[src/rtl/du_core_router.sv]
// du_core_router: fans one host debug-unit port out to NUM_CORES per-core debug ports
module du_core_router #(
    parameter int          NUM_CORES = 2,
    parameter int          SEL_W     = 4,
    parameter logic [31:0] SEL_ADDR  = 32'hFFFF_FF00,
    parameter int          TIMEOUT   = 255
) (
    input  logic                      wb_clk_i,
    input  logic                      wb_rst_n_i,
    input  logic [31:0]               du_addr_i,
    input  logic [31:0]               du_dat_i,
    input  logic                      du_we_i,
    input  logic                      du_stb_i,
    output logic [31:0]               du_dat_o,
    output logic                      du_ack_o,
    input  logic                      du_stall_i,
    output logic                      du_bp_o,
    output logic                      du_timeout_o,
    output logic [32*NUM_CORES-1:0]   core_addr_o,
    output logic [32*NUM_CORES-1:0]   core_dat_o,
    output logic [NUM_CORES-1:0]      core_we_o,
    output logic [NUM_CORES-1:0]      core_stb_o,
    input  logic [32*NUM_CORES-1:0]   core_dat_i,
    input  logic [NUM_CORES-1:0]      core_ack_i,
    output logic [NUM_CORES-1:0]      core_stall_o,
    input  logic [NUM_CORES-1:0]      core_bp_i
);
    typedef enum logic [2:0] {S_IDLE, S_LOCAL, S_FWD, S_ACK, S_WAITLOW} state_t;

    state_t                r_state, w_next;
    logic [SEL_W-1:0]      r_sel, r_tgt;
    logic [NUM_CORES-1:0]  r_bp_seen, w_oh;
    logic                  r_to_flag, r_we, r_bp, r_timeout;
    logic [31:0]           r_addr, r_dat, r_dat_o, w_status, w_rdata;
    logic [15:0]           r_cnt;
    logic                  w_fwd, w_local, w_ack, w_to, w_start, w_clr, w_sel_ok;

    assign w_fwd    = r_state == S_FWD;
    assign w_local  = r_state == S_LOCAL;
    assign w_ack    = |(core_ack_i & w_oh);
    assign w_to     = w_fwd && !w_ack && r_cnt == 16'(TIMEOUT - 1);
    assign w_start  = r_state == S_IDLE && du_stb_i && du_addr_i != SEL_ADDR;
    assign w_clr    = w_local && du_we_i && du_dat_i[31];
    assign w_sel_ok = 32'(du_dat_i[SEL_W-1:0]) < 32'(NUM_CORES);

    // Only the latched target sees the transfer; every other slice is held at zero
    for (genvar n = 0; n < NUM_CORES; n++) begin : g_core
        assign w_oh[n]                = r_tgt == SEL_W'(n);
        assign core_addr_o[32*n +: 32] = (w_fwd && w_oh[n]) ? r_addr : 32'h0;
        assign core_dat_o[32*n +: 32]  = (w_fwd && w_oh[n]) ? r_dat : 32'h0;
    end

    assign core_stb_o   = w_fwd ? w_oh : '0;
    assign core_we_o    = (w_fwd && r_we) ? w_oh : '0;
    assign core_stall_o = {NUM_CORES{du_stall_i}};

    assign du_dat_o     = r_dat_o;
    assign du_ack_o     = r_state == S_ACK;
    assign du_bp_o      = r_bp;
    assign du_timeout_o = r_timeout;

    // Read data mux from the target core
    always_comb begin
        w_rdata = 32'h0;
        for (int i = 0; i < NUM_CORES; i++)
            w_rdata = w_rdata | (w_oh[i] ? core_dat_i[32*i +: 32] : 32'h0);
    end

    // Status word: breakpoint history high, sticky timeout at bit 15, core select low
    always_comb begin
        w_status                   = 32'h0;
        w_status[16 +: NUM_CORES]  = r_bp_seen;
        w_status[15]               = r_to_flag;
        w_status[SEL_W-1:0]        = r_sel;
    end

    // State register
    always_ff @(posedge wb_clk_i or negedge wb_rst_n_i) begin
        if (!wb_rst_n_i) r_state <= S_IDLE;
        else             r_state <= w_next;
    end

    // Next-state logic; the host must drop strobe before a new transfer is accepted
    always_comb begin
        w_next = r_state;
        case (r_state)
            S_IDLE: begin
                if (du_stb_i) begin
                    if (du_addr_i == SEL_ADDR) w_next = S_LOCAL;
                    else                       w_next = S_FWD;
                end
            end
            S_LOCAL:   w_next = S_ACK;
            S_FWD:     if (w_ack || w_to) w_next = S_ACK;
            S_ACK:     w_next = S_WAITLOW;
            S_WAITLOW: if (!du_stb_i) w_next = S_IDLE;
            default:   w_next = S_IDLE;
        endcase
    end

    // Datapath: select/status registers, transfer latches, timeout counter and host read data
    always_ff @(posedge wb_clk_i or negedge wb_rst_n_i) begin
        if (!wb_rst_n_i) begin
            r_sel     <= '0;
            r_tgt     <= '0;
            r_bp_seen <= '0;
            r_to_flag <= 1'b0;
            r_we      <= 1'b0;
            r_bp      <= 1'b0;
            r_timeout <= 1'b0;
            r_addr    <= 32'h0;
            r_dat     <= 32'h0;
            r_dat_o   <= 32'h0;
            r_cnt     <= 16'h0;
        end else begin
            r_sel     <= (w_local && du_we_i && w_sel_ok) ? du_dat_i[SEL_W-1:0] : r_sel;
            r_bp_seen <= (w_clr ? '0 : r_bp_seen) | core_bp_i;
            r_to_flag <= w_to | (r_to_flag & !w_clr);
            r_bp      <= |core_bp_i;
            r_timeout <= w_to;
            r_cnt     <= w_fwd ? r_cnt + 16'd1 : 16'd0;
            if (w_start) begin
                r_addr <= du_addr_i;
                r_dat  <= du_dat_i;
                r_we   <= du_we_i;
                r_tgt  <= r_sel;
            end
            r_dat_o   <= w_local ? (du_we_i ? 32'h0 : w_status) :
                         (w_fwd && w_ack) ? (r_we ? 32'h0 : w_rdata) :
                         w_to ? 32'hDEAD_DEAD : r_dat_o;
        end
    end
endmodule
[config.mk]
export PLATFORM = sky130hd
export DESIGN_NAME = du_core_router
export DESIGN_NICKNAME = d
export VERILOG_FILES = /design/src/rtl/du_core_router.sv
export SDC_FILE = /design/constraint.sdc
export NUM_CORES = 1
export LEC_CHECK = 0
export CAP_MARGIN = 20
export CORE_MARGIN = 8
export CORE_UTILIZATION = 39
export CTS_BUF_LIST = sky130_fd_sc_hd__clkbuf_4
export DETAILED_ROUTE_END_ITERATION = 6
export GPL_ROUTABILITY_DRIVEN = 0
export GPL_TIMING_DRIVEN = 0
export PLACE_DENSITY = 0.76
export SKIP_CTS_REPAIR_TIMING = 1
export SLEW_MARGIN = 10
export SYNTH_ARGS = -nofsm -noshare
export SYNTH_HDL_FRONTEND = slang
export SYNTH_SLANG_ARGS = --single-unit
export TNS_END_PERCENT = 50
[constraint.sdc]
create_clock -name wb_clk_i -period 2.7 [get_ports wb_clk_i]
set_input_delay 0.81 -clock wb_clk_i [delete_from_list [all_inputs] [get_ports wb_clk_i]]
set_output_delay 0.81 -clock wb_clk_i [all_outputs]
set_load 0.005 [all_outputs]
After elaboration in Yosys (flattened, before gate mapping)
Index checks and enable logic that the tools add are counted.
- add/subtract/negate cells: 1
- $lt $le $gt $ge: 1
- equal/unequal tests: 11
- mux-type cells: 20
- bitwise gates (word level): 5
- reduce and logical (&&, ||, !) cells: 20
- operators with widths (kind ; count):
    2-to-1 mux 32 bit ; 10
    == test 32 bit, second input constant ; 1
    != test 32 bit, second input constant ; 1
    bitwise OR 32 bit ; 1
    2-to-1 mux 18 bit ; 1
    adder 16 x 1 -> 16 bit, second input constant ; 1
    == test 16 x 8 -> 1 bit, second input constant ; 1
    2-to-1 mux 16 bit ; 1
    case mux 3 bit (5 select lines) ; 1
    logical AND 1 bit ; 11
    2-to-1 mux 3 bit ; 3
    2-to-1 mux 2 bit ; 4
    == test 3 x 2 -> 1 bit, second input constant ; 2
    == test 4 x 1 -> 1 bit, second input constant ; 1
    zero test 4 bit ; 1
    < comparator 4 x 2 -> 1 bit, second input constant ; 1
    != test 2 bit, second input constant ; 2
    OR reduction 2 bit ; 2
    == test 3 x 1 -> 1 bit, second input constant ; 1
    == test 3 bit, second input constant ; 1
    zero test 3 bit ; 1
    AND reduction 3 bit ; 1
    nonzero test 3 bit ; 1
    bitwise AND 2 bit ; 1
    other kinds (6) ; 7
- flip-flop bits (word level): 129
- bits of input ports: 137
- output and inout bits: 169

Longest topological paths before layout
Gate-level depths: netlist of the first run.
- word-level depth: 9
- mapped depth: 7

Worst setup path before layout of the first run
Ideal clock, no wire load.
- path kind: flip-flop to output port
- from: register r_state[1]
- to: output port core_addr_o[45]
- arrival time: 1.713 ns
- required time: 1.890 ns
- slack: 0.177 ns
- stages on the path, launching flop included: 7
- path buffers: 3
- cells stage by stage: dfrtp_1 clkbuf_1 nor3b_2 and3_1 buf_1 clkbuf_1 and2_1
- longest elaborated chain between the ends: 3
- RTL lines (what ; line ; source):
    start: declaration ; 30 ; state_t r_state, w_next;
    start signal: assignment ; 80 ; else r_state <= w_next;
    == test 3 x 2 -> 1 bit ; 38 ; assign w_fwd = r_state == S_FWD;
    logical AND 1 bit ; 49 ; assign core_addr_o[32*n +: 32] = (w_fwd && w_oh[n]) ? r_addr : 32'h0;
    2-to-1 mux 32 bit ; 49 ;
    end: declaration ; 19 ; output logic [32*NUM_CORES-1:0] core_addr_o,
Every way passes these cells.

Final worst setup path of the first run
- from: register r_state[0]
- to: output port core_dat_o[52]
- longest elaborated chain between the ends: 3
- RTL lines (what ; line ; source):
    == test 3 x 2 -> 1 bit ; 38 ;
    logical AND 1 bit ; 50 ; assign core_dat_o[32*n +: 32] = (w_fwd && w_oh[n]) ? r_dat : 32'h0;
    2-to-1 mux 32 bit ; 50 ;
    end: declaration ; 20 ; output logic [32*NUM_CORES-1:0] core_dat_o,
Every way passes these cells.

==> reports/qor.yml, run 1 <==
outcome:
  status: "finished with violations"
  violations: "negative setup slack"
sta:
  finalSetupViolCount: 132
  min_period_over_period_pct: 120
  drv_slew: 0
  rsz0062_at_grt: "yes"
  skew_ps: 16.3
  fin_crit_ps: 3250
  relSlewSlack_pct: 51.8
  timing.fmax_ghz: 0.308
  fin_ws_ps: -547
  worst_pin_slew_ps: 723
  finalHoldViolations: 0
logic_synthesis:
  synth_compound_area_share_pct: 8.08
  synth.area.mux_share_pct: 17.5
  yosys.area.top_type: "dfrtp_1"
  synth_edf_count: 0
  synth_fa_ha_area_share_pct: 0.378
  yosys-top-cells-area: "dfrtp_1, and2_1, mux2_2"
  synth.yosys.seq_area_share_pct: 48.7
  synth_xor_xnor_area_share_pct: 1.32
  syn-cell-area_sq_mm: 0.00663
  syn_nets: 729
  syn_avg_cell_area_sq_um: 11.2
  synthArstFlopShare_pct: 100
  synth_top_family_by_area: "simple AND/OR/NAND/NOR gates"
  netlist_instances: 590
  yosysWarnings: 0
  synth-simple-area-share_pct: 21.1
  synth_seq_cells: 129
  yosysUniqueCellTypes: 48
  synthFlopType: "dfrtp_1"
  synth.top_cell.area_share_pct: 48.7
critical_path:
  cp-start-kind: "flop"
  cp.required_ps: 1890
  path_class: "flop to primary output"
  path_max_fanout: 7
  r2r-start: "r_cnt[0]"
  arrival_ps: 2440
  crit_end: "core_dat_o[52]"
  crit_start: "r_state[0]"
  rrSetupSlack_ps: 350
  r2r-end: "du_dat_o[30]"
  worstSetupEndpointType: "primary output"
  r2r_cells: 7
global_routing:
  gr-usage-all-layers_pct: 20.1
  met2_usage_pct: 34.5
  grt.met1_usage_pct: 23.0
  grt_pass1_vias: 6010
  grt_max_degree: 74
  grt_most_used_layer: "met2"
  gr-usage-met3_pct: 7.23
  grt_pass1_wl_um: 34000
  grt_overflow_total: 0
  antenna_found_initial: 0
clocking:
  cts.clk_slew.worst_paths_ps: 120
  cts_made_buffers: 17
  clk_latency_ps: 560
  cts_buffer_depth: 2
  clockRootBuffer: "clkbuf_4"
  cts_sinks: 129
  cts_tree: "built"
  h-tree-depth: 4
route:
  drtIter0Drc: 162
  vias: 5930
  drc_errors: 0
  drtPass1Iterations: 6
  routed_wirelength_um: 22900
  vias_per_cell: 5.02
  wl_per_cell_um: 19.4
  ant_nets: 0
placed_design:
  dpl.hpwl_um: 17000
  numPortBuffers: 303
  place_area_sq_mm: 0.00996
power:
  powerDensity_mw_per_mm2: 1020
  vdd_ir_drop_max_mv: 0.491
  fin_total_pwr_mw: 11.2
  p_leak_nw: 5.04
floorplanning:
  fp.dieH_um: 146
  start_util_pct: 40.0
  die_w_um: 146
  ios: 306
  die_area_sq_mm: 0.0214
  coreArea_sq_mm: 0.0166
  row_count: 47
finish:
  final_nets: 1088
  syn_to_final_growth_pct: 65.0
  utilization_pct: 65.9
  drive_gt1_share_pct: 41.4
  final_area_sq_mm: 0.0109
  n_antenna_cell: 0
run:
  cap_violations: 0
min_path:
  hold_class: "input pin to asynchronous set/reset pin"
placed cells by master, fill, tap and decap left out, types with 5 or more instances in the layout:
master,count
a21o_1,11
a21oi_1,5
and2_1,59
and2_4,76
buf_2,41
buf_4,19
buf_6,99
buf_8,8
clkbuf_1,12
clkbuf_2,21
clkbuf_4,18
clkdlybuf4s50_1,169
dfrtp_1,126
mux2_2,61
mux2_4,10
mux2i_1,32
nand2_1,8
nand3_1,11
nand4_1,14
nor2_1,16
nor2b_1,5
nor3_1,11
o211a_1,17
o21ai_0,24
o221a_2,5
xor2_1,8
cell families after synthesis:
| group | after synthesis |
|---|---|
| flops | 129 |
| compound gates | 72 |
| mux | 103 |
| simple gates | 230 |
| fa+ha+maj | 2 |
| xor+xnor | 10 |
| buf+inv | 44 |
per-layer routing:
metal  wire (um)  vias up
met2       11700      183
li1            -     2786
met1        9160     2935
met4         433        0
met3        1540       26
met5           0        -
worst min-delay path by stage:
stage,endpoint,slack (ps),depth (start not counted)
after detailed placement,r_to_flag,460,1
after floorplan,r_bp_seen[1],440,1
after global routing,du_dat_o[9],200,1
after global placement,r_to_flag,450,1
after CTS,du_dat_o[10],200,1
final,du_dat_o[9],200,1
flip-flops by register name, indices dropped and copies added (netlist names):
name          flops
r_bp_seen         2
r_addr           32
r_tgt             4
du_bp_o           1
r_we              1
r_cnt            16
r_sel             4
r_dat            32
du_timeout_o      1
r_to_flag         1
du_dat_o         32
r_state           3
synthesized netlist by cell type (all sizes together), types with 3 or more instances:
cell type  number
a21o           11
a21oi           7
and2          135
and3            3
buf            14
clkbuf         28
dfrtp         129
mux2           71
mux2i          32
nand2           9
nand3          11
nand4          14
nor2           17
nor2b           5
nor3           12
nor3b           5
o211a          17
o21ai          24
o221a           5
or3             4
or4             4
xor2            8
through the flow:
stage	cells	worst slack, ps	hold slack [ps]	TNS (ps)
after global placement	1113	-4450	453	-712510
after CTS	1146	-1710	199	-196550
after global routing	1182	-653	202	-57180
final	1182	-547	196	-41160
after detailed placement	1114	-1080	460	-144680
after floorplan	590	177	441	0
layout make-up:
type | instances | area [sq um]
tap | 220 | 275
multi-input combinational | 417 | 3430
inverter | 2 | 7.51
buffer | 39 | 318
sequential | 129 | 3230
clock buffer | 18 | 135
timing repair buffer | 343 | 3350
clock inverter | 14 | 190
fill | 1319 | 5650
critical path, cell delays in order (launching register included):
cell	delay (ps)
dfrtp_2	470
nor3b_4	310
and3_4	300
buf_8	140
buf_12	110
buf_6	90
buf_6	120
buf_6	100
and2_4	140
buf_6	90
where the power goes:
| group | internal (mW) | switching [mW] |
|---|---|---|
| Sequential | 2.75 | 0.605 |
| Combinational | 3.94 | 2.39 |
| Clock | 0.740 | 0.764 |
| Total | 7.43 | 3.76 |
(Power assumes the default switching activity.)
==> run 2, diff against run 1 <==
Settings changed: PLACE_DENSITY 0.76 to 0.82.
==> reports/qor.yml, run 2 (same netlist as run 1, synthesis figures left out) <==
global_routing:
  gr-usage-all-layers_pct: 20.1  # +0.032 points
  grt_pass1_vias: 6206  # +3.3%
  grt_overflow_total: 0  # unchanged
  gr-usage-met3_pct: 6.77  # -0.46 points
  grt_most_used_layer: "met2"
  met2_usage_pct: 33.8  # -0.76 points
  grt_pass1_wl_um: 34200  # +0.42%
  grt.met1_usage_pct: 23.4  # +0.32 points
  antenna_found_initial: 1  # +1
  grt_max_degree: 78  # +5.4%
sta:
  timing.fmax_ghz: 0.318  # +3.2%
  fin_crit_ps: 3150  # -99.2 ps
  finalHoldViolations: 0  # unchanged
  skew_ps: 17.3  # +1.03 ps
  finalSetupViolCount: 132  # unchanged
  setup_tns_ps: -39210  # +1950 ps
  relSlewSlack_pct: 54.4  # +2.6 points
  drv_slew: 0  # unchanged
  fin_ws_ps: -448  # +99.2 ps
  min_period_over_period_pct: 117  # -3.7 points
  worst_pin_slew_ps: 683  # -39.6 ps
  rsz0062_at_grt: "yes"
finish:
  n_fill_cell: 1305  # -1.1%
  drive_gt1_share_pct: 40.1  # -1.2 points
  final_common_cell: "clkdlybuf4s50_1"
  syn_to_final_growth_pct: 63.5
  mostFrequentLayoutCells: "clkdlybuf4s50_1, dfrtp_1, buf_6, and2_4, and2_1"
  utilization_pct: 65.3  # -0.60 points
  final_nets: 1086  # -0.18%
power:
  seq_power_share_pct: 31.6  # +1.7 points
  powerDensity_mw_per_mm2: 984  # -3.8%
  vdd_ir_drop_max_mv: 0.550  # +12%
  p_switching_mw: 3.65  # -3.0%
  internal_power_mw: 7.02  # -5.6%
  p_clk_share_pct: 10.9  # -2.5 points
  power_switching_share_pct: 34.2  # +0.61 points
  power_frac_comb_pct: 57.5  # +0.9 points
  p_leak_nw: 5.08  # +0.77%
  fin_total_pwr_mw: 10.7  # -4.7%
floorplanning:
  fp.dieH_um: 146  # unchanged
  die_area_sq_mm: 0.0214  # unchanged
  start_util_pct: 40.0  # unchanged
  die_w_um: 146  # unchanged
  ios: 306  # unchanged
  row_count: 47  # unchanged
  coreArea_sq_mm: 0.0166  # unchanged
clocking:
  cts_tree: "built"
  cts_buffer_depth: 2  # unchanged
  cts.clk_slew.worst_paths_ps: 100  # -20 ps
  clockRootBuffer: "clkbuf_4"
  clk_latency_ps: 520  # -40 ps
  h-tree-depth: 4  # unchanged
  cts_sinks: 129  # unchanged
  cts_made_buffers: 17  # unchanged
route:
  drc_errors: 0  # unchanged
  wl_per_cell_um: 19.6  # +1.2%
  routed_wirelength_um: 23100  # +1.0%
  drtIter0Drc: 238  # +47%
  vias_per_cell: 5.06  # +0.88%
  vias: 5972  # +0.71%
  ant_nets: 0  # unchanged
  drtPass1Iterations: 4  # -2
critical_path:
  crit_start: "r_state[0]"
  cp-start-kind: "flop"
  arrival_ps: 2340  # -100 ps
  cp.required_ps: 1890  # about the same
  worstSetupEndpointType: "primary output"
  path_max_fanout: 7  # unchanged
  path_class: "flop to primary output"
  r2r-start: "r_cnt[0]"
outcome:
  violations: "negative setup slack"
  status: "finished with violations"
placed_design:
  dp_slack_ps: -1160  # -85.1 ps
  dpl.hpwl_um: 17200  # +1.3%
  numPortBuffers: 303  # unchanged
run:
  cap_violations: 0  # unchanged
min_path:
  hold_class: "input pin to asynchronous set/reset pin"
==> run 2: critical path, cell delays in order (launching register included) <==
cell and delay [ps]:
dfrtp_2 470, nor3b_4 350, nand2_2 110, nor2_4 190, buf_6 160, buf_6 120
buf_8 100, buf_6 90, and2_4 140, buf_6 90
==> run 2: power by group through the flow <==
stage                     clock (mW)  sequential [mW]  combinational (mW)
after floorplan                    0             3.14                2.51
after global placement             0             3.27                5.11
after detailed placement           0             3.31                5.21
after CTS                       1.21             3.27                5.23
after global routing            1.29             3.47                6.60
final                           1.16             3.37                6.14
==> run 2: metrics by stage <==
| stage | hold slack (ps) | std cells | instance area, sq um |
|---|---|---|---|
| finish | 235 | 1180 | 10800 |
| global placement | 458 | 1113 | 9930 |
| floorplan | 441 | 590 | 6630 |
| global route | 220 | 1180 | 10800 |
| detailed placement | 460 | 1114 | 9960 |
| CTS | 208 | 1145 | 10200 |
==> run 2: worst paths after layout <==
kind,to,slack (ps),cells past startpoint
worst min-delay path,r_dat[17],230,1
min in group wb_clk_i,r_cnt[0],480,1
worst max-delay path,core_addr_o[16],-450,9
worst min register to register,r_cnt[0],480,1
max in group asynchronous,r_state[1],1700,2
worst max register to register,du_dat_o[14],330,7
==> run 2: layout make-up <==
cell class | instances | area, sq um | share of cell area [%]
clock inverter | 9 | 67.6 | 0.624
clock buffer | 22 | 165 | 1.52
buffer | 39 | 307 | 2.83
tap | 220 | 275 | 2.54
multi-input combinational | 417 | 3420 | 31.6
inverter | 2 | 7.51 | 0.0693
antenna | 1 | 2.50 | 0.0231
sequential | 129 | 3230 | 29.8
timing repair buffer | 341 | 3350 | 31.0
==> run 2: per-layer routing <==
| metal | routed length [um] | share of wire, % |
|---|---|---|
| met1 | 9470 | 41 |
| met5 | 0 | 0 |
| met4 | 569 | 2.5 |
| met3 | 1450 | 6.3 |
| met2 | 11600 | 50 |
==> run 3, diff against run 2 <==
Settings changed: HOLD_SLACK_MARGIN from default to 0.03.
Clock period 2.7 ns to 3.65 ns, I/O delays scaled along.
==> reports/qor.yml, run 3 (same netlist as run 1, synthesis figures left out) <==
placed_design:
  numPortBuffers: 303  # unchanged
  dpl.hpwl_um: 17200  # unchanged
  dp.cells: 1114  # unchanged
  dp_slack_ps: -496  # +665 ps
critical_path:
  r2r-end: "du_dat_o[14]"
  crit_buf_inv: 3  # -2
  path_max_fanout: 10  # +3
  worstPathCellList: "nor3b_4 -> and3_4 -> buf_6 -> buf_4 -> and2_1 -> clkdlybuf4s50_1"
  rrSetupSlack_ps: 1310  # +980 ps
  cp.required_ps: 2550  # +660 ps
  cp_slowest_stage_delay_ps: 510  # +40 ps
  path_class: "flop to primary output"
  r2r-start: "r_cnt[0]"
  crit_cells: 6  # -3
  r2r_cells: 7  # unchanged
  cp-start-kind: "flop"
  arrival_ps: 2600  # +260 ps
  critPathSlowestCell: "clkdlybuf4s50_1"
  worstSetupEndpointType: "primary output"
  path_delay_family: "buffers and inverters"
finish:
  seq_area_sq_mm: 0.00323  # unchanged
  syn_to_final_growth_pct: 59.6
  final_common_cell: "clkdlybuf4s50_1"
  drive_gt1_share_pct: 17.1  # -23 points
  mostFrequentLayoutCells: "clkdlybuf4s50_1, and2_1, dfrtp_1, mux2_2, dlymetal6s2s_1"
  multi_input_area_sq_mm: 0.00323  # -5.6%
  final_cell_count_no_fill: 1155  # -2.1%
  final_nets: 1061  # -2.3%
  n_fill_cell: 1361  # +4.3%
clocking:
  cts_tree: "built"
  clockRootBuffer: "clkbuf_4"
  h-tree-depth: 4  # unchanged
  cts_made_buffers: 17  # unchanged
  cts.clk_slew.worst_paths_ps: 100  # about the same
  cts_sinks: 129  # unchanged
  cts_buffer_depth: 2  # unchanged
  clk_latency_ps: 510  # about the same
route:
  vias: 5814  # -2.6%
  vias_per_cell: 5.03  # -0.54%
  wl_per_cell_um: 19.1  # -2.6%
  ant_nets: 0  # unchanged
  drtIter0Drc: 261  # +9.7%
  routed_wirelength_um: 22000  # -4.6%
  drc_errors: 0  # unchanged
  drtPass1Iterations: 4  # unchanged
sta:
  fin_crit_ps: 3690
  relSlewSlack_pct: 39.0  # -15 points
  whs_ps: 483  # +248 ps
  rsz0062_at_grt: "yes"
  timing.fmax_ghz: 0.271
  setup_tns_ps: -179  # +39030 ps
  fin_ws_ps: -44.3  # +403 ps
  worst_pin_slew_ps: 907  # +224 ps
  finalHoldViolations: 0  # unchanged
  skew_ps: 16.8  # -0.510 ps
  min_period_over_period_pct: 101
  finalSetupViolCount: 12  # -91%
  drv_slew: 0  # unchanged
min_path:
  hold_path_end: "r_cnt[0]"
  hp-start: "r_cnt[0]"
  hold_class: "flop to flop"
  min_path_cells: 1
floorplanning:
  row_count: 47  # unchanged
  coreArea_sq_mm: 0.0166  # unchanged
  die_area_sq_mm: 0.0214  # unchanged
  start_util_pct: 40.0  # unchanged
  fp.dieH_um: 146  # unchanged
  ios: 306  # unchanged
  die_w_um: 146  # unchanged
global_routing:
  antenna_found_initial: 1  # unchanged
  gr-usage-all-layers_pct: 20.1  # unchanged
  grt_pass1_wl_um: 34200  # unchanged
  grt_pass1_vias: 6206  # unchanged
  grt_overflow_total: 0  # unchanged
  grt_max_degree: 78  # unchanged
outcome:
  status: "finished with violations"
  violations: "negative setup slack"
power:
  p_switching_mw: 2.47  # -32%
  power_switching_share_pct: 33.8  # -0.43 points
  vdd_ir_drop_max_mv: 0.370  # -33%
  seq_power_share_pct: 33.6  # +2.0 points
  p_leak_nw: 5.30  # +4.3%
  powerDensity_mw_per_mm2: 691  # -30%
  internal_power_mw: 4.84  # -31%
  p_clk_share_pct: 11.7  # +0.8 points
  power_frac_comb_pct: 54.8  # -2.7 points
  fin_total_pwr_mw: 7.31  # -31%
run:
  cap_violations: 0  # unchanged
==> run 3: cell count changes in the layout (fill, tap and decap cells not counted), sizes merged <==
cell / delta
dlymetal6s2s: +49
buf: -118
clkdlybuf4s50: +75
clkbuf: -31
==> run 3: per-stage QoR <==
step | util, % | area (sq um)
finish | 63.8 | 10600
global placement | 59.9 | 9930
CTS | 61.5 | 10200
global route | 63.8 | 10600
floorplan | - | 6630
detailed placement | 60.1 | 9960
==> run 3: routing by layer <==
| layer | up-vias | part of all wire (%) | GRT usage [%] | wire [um] |
|---|---|---|---|---|
| li1 | 2740 | - | - | - |
| met1 | 2839 | 41 | 23.4 | 8960 |
| met3 | 32 | 7.3 | 6.77 | 1600 |
| met5 | - | 0 | 0 | 0 |
| met4 | 0 | 2.4 | 7.78 | 519 |
| met2 | 203 | 50 | 33.8 | 10900 |
==> run 3: worst max-delay path by stage <==
stage	startpoint	endpoint	slack, ps
after floorplan	r_state[1]	core_addr_o[45]	840
after global placement	wb_rst_n_i	du_dat_o[18]	-3760
after detailed placement	r_state[1]	core_dat_o[1]	-500
after CTS	r_state[1]	core_dat_o[1]	-1110
after global routing	r_state[0]	core_dat_o[56]	-180
final	r_state[0]	core_addr_o[62]	-40
==> run 3: worst reg2reg max path, delay by kind of cell (launching register included) <==
family	cells	cell delay, ps
buf+inv	2	470
simple gates	2	590
flops	1	410
fa+ha+maj	1	150
compound gates	2	680
==> run 3: layout make-up <==
| cell class | count | share of cell area [%] |
|---|---|---|
| Timing Repair Buffer | 316 | 31.4 |
| Clock inverter | 9 | 0.639 |
| Clock buffer | 22 | 1.56 |
| Tap cell | 220 | 2.60 |
| Inverter | 2 | 0.0710 |
| Antenna cell | 1 | 0.0237 |
| Sequential cell | 129 | 30.6 |
| Multi-Input combinational cell | 417 | 30.6 |
| Buffer | 39 | 2.54 |
==> run 3: power by group through the flow <==
stage	clock [mW]	sequential (mW)	combinational, mW
after CTS	0.894	2.42	3.87
after global placement	0	2.42	3.78
after global routing	0.956	2.53	4.33
after detailed placement	0	2.45	3.85
final	0.853	2.45	4.00
after floorplan	0	2.33	1.86
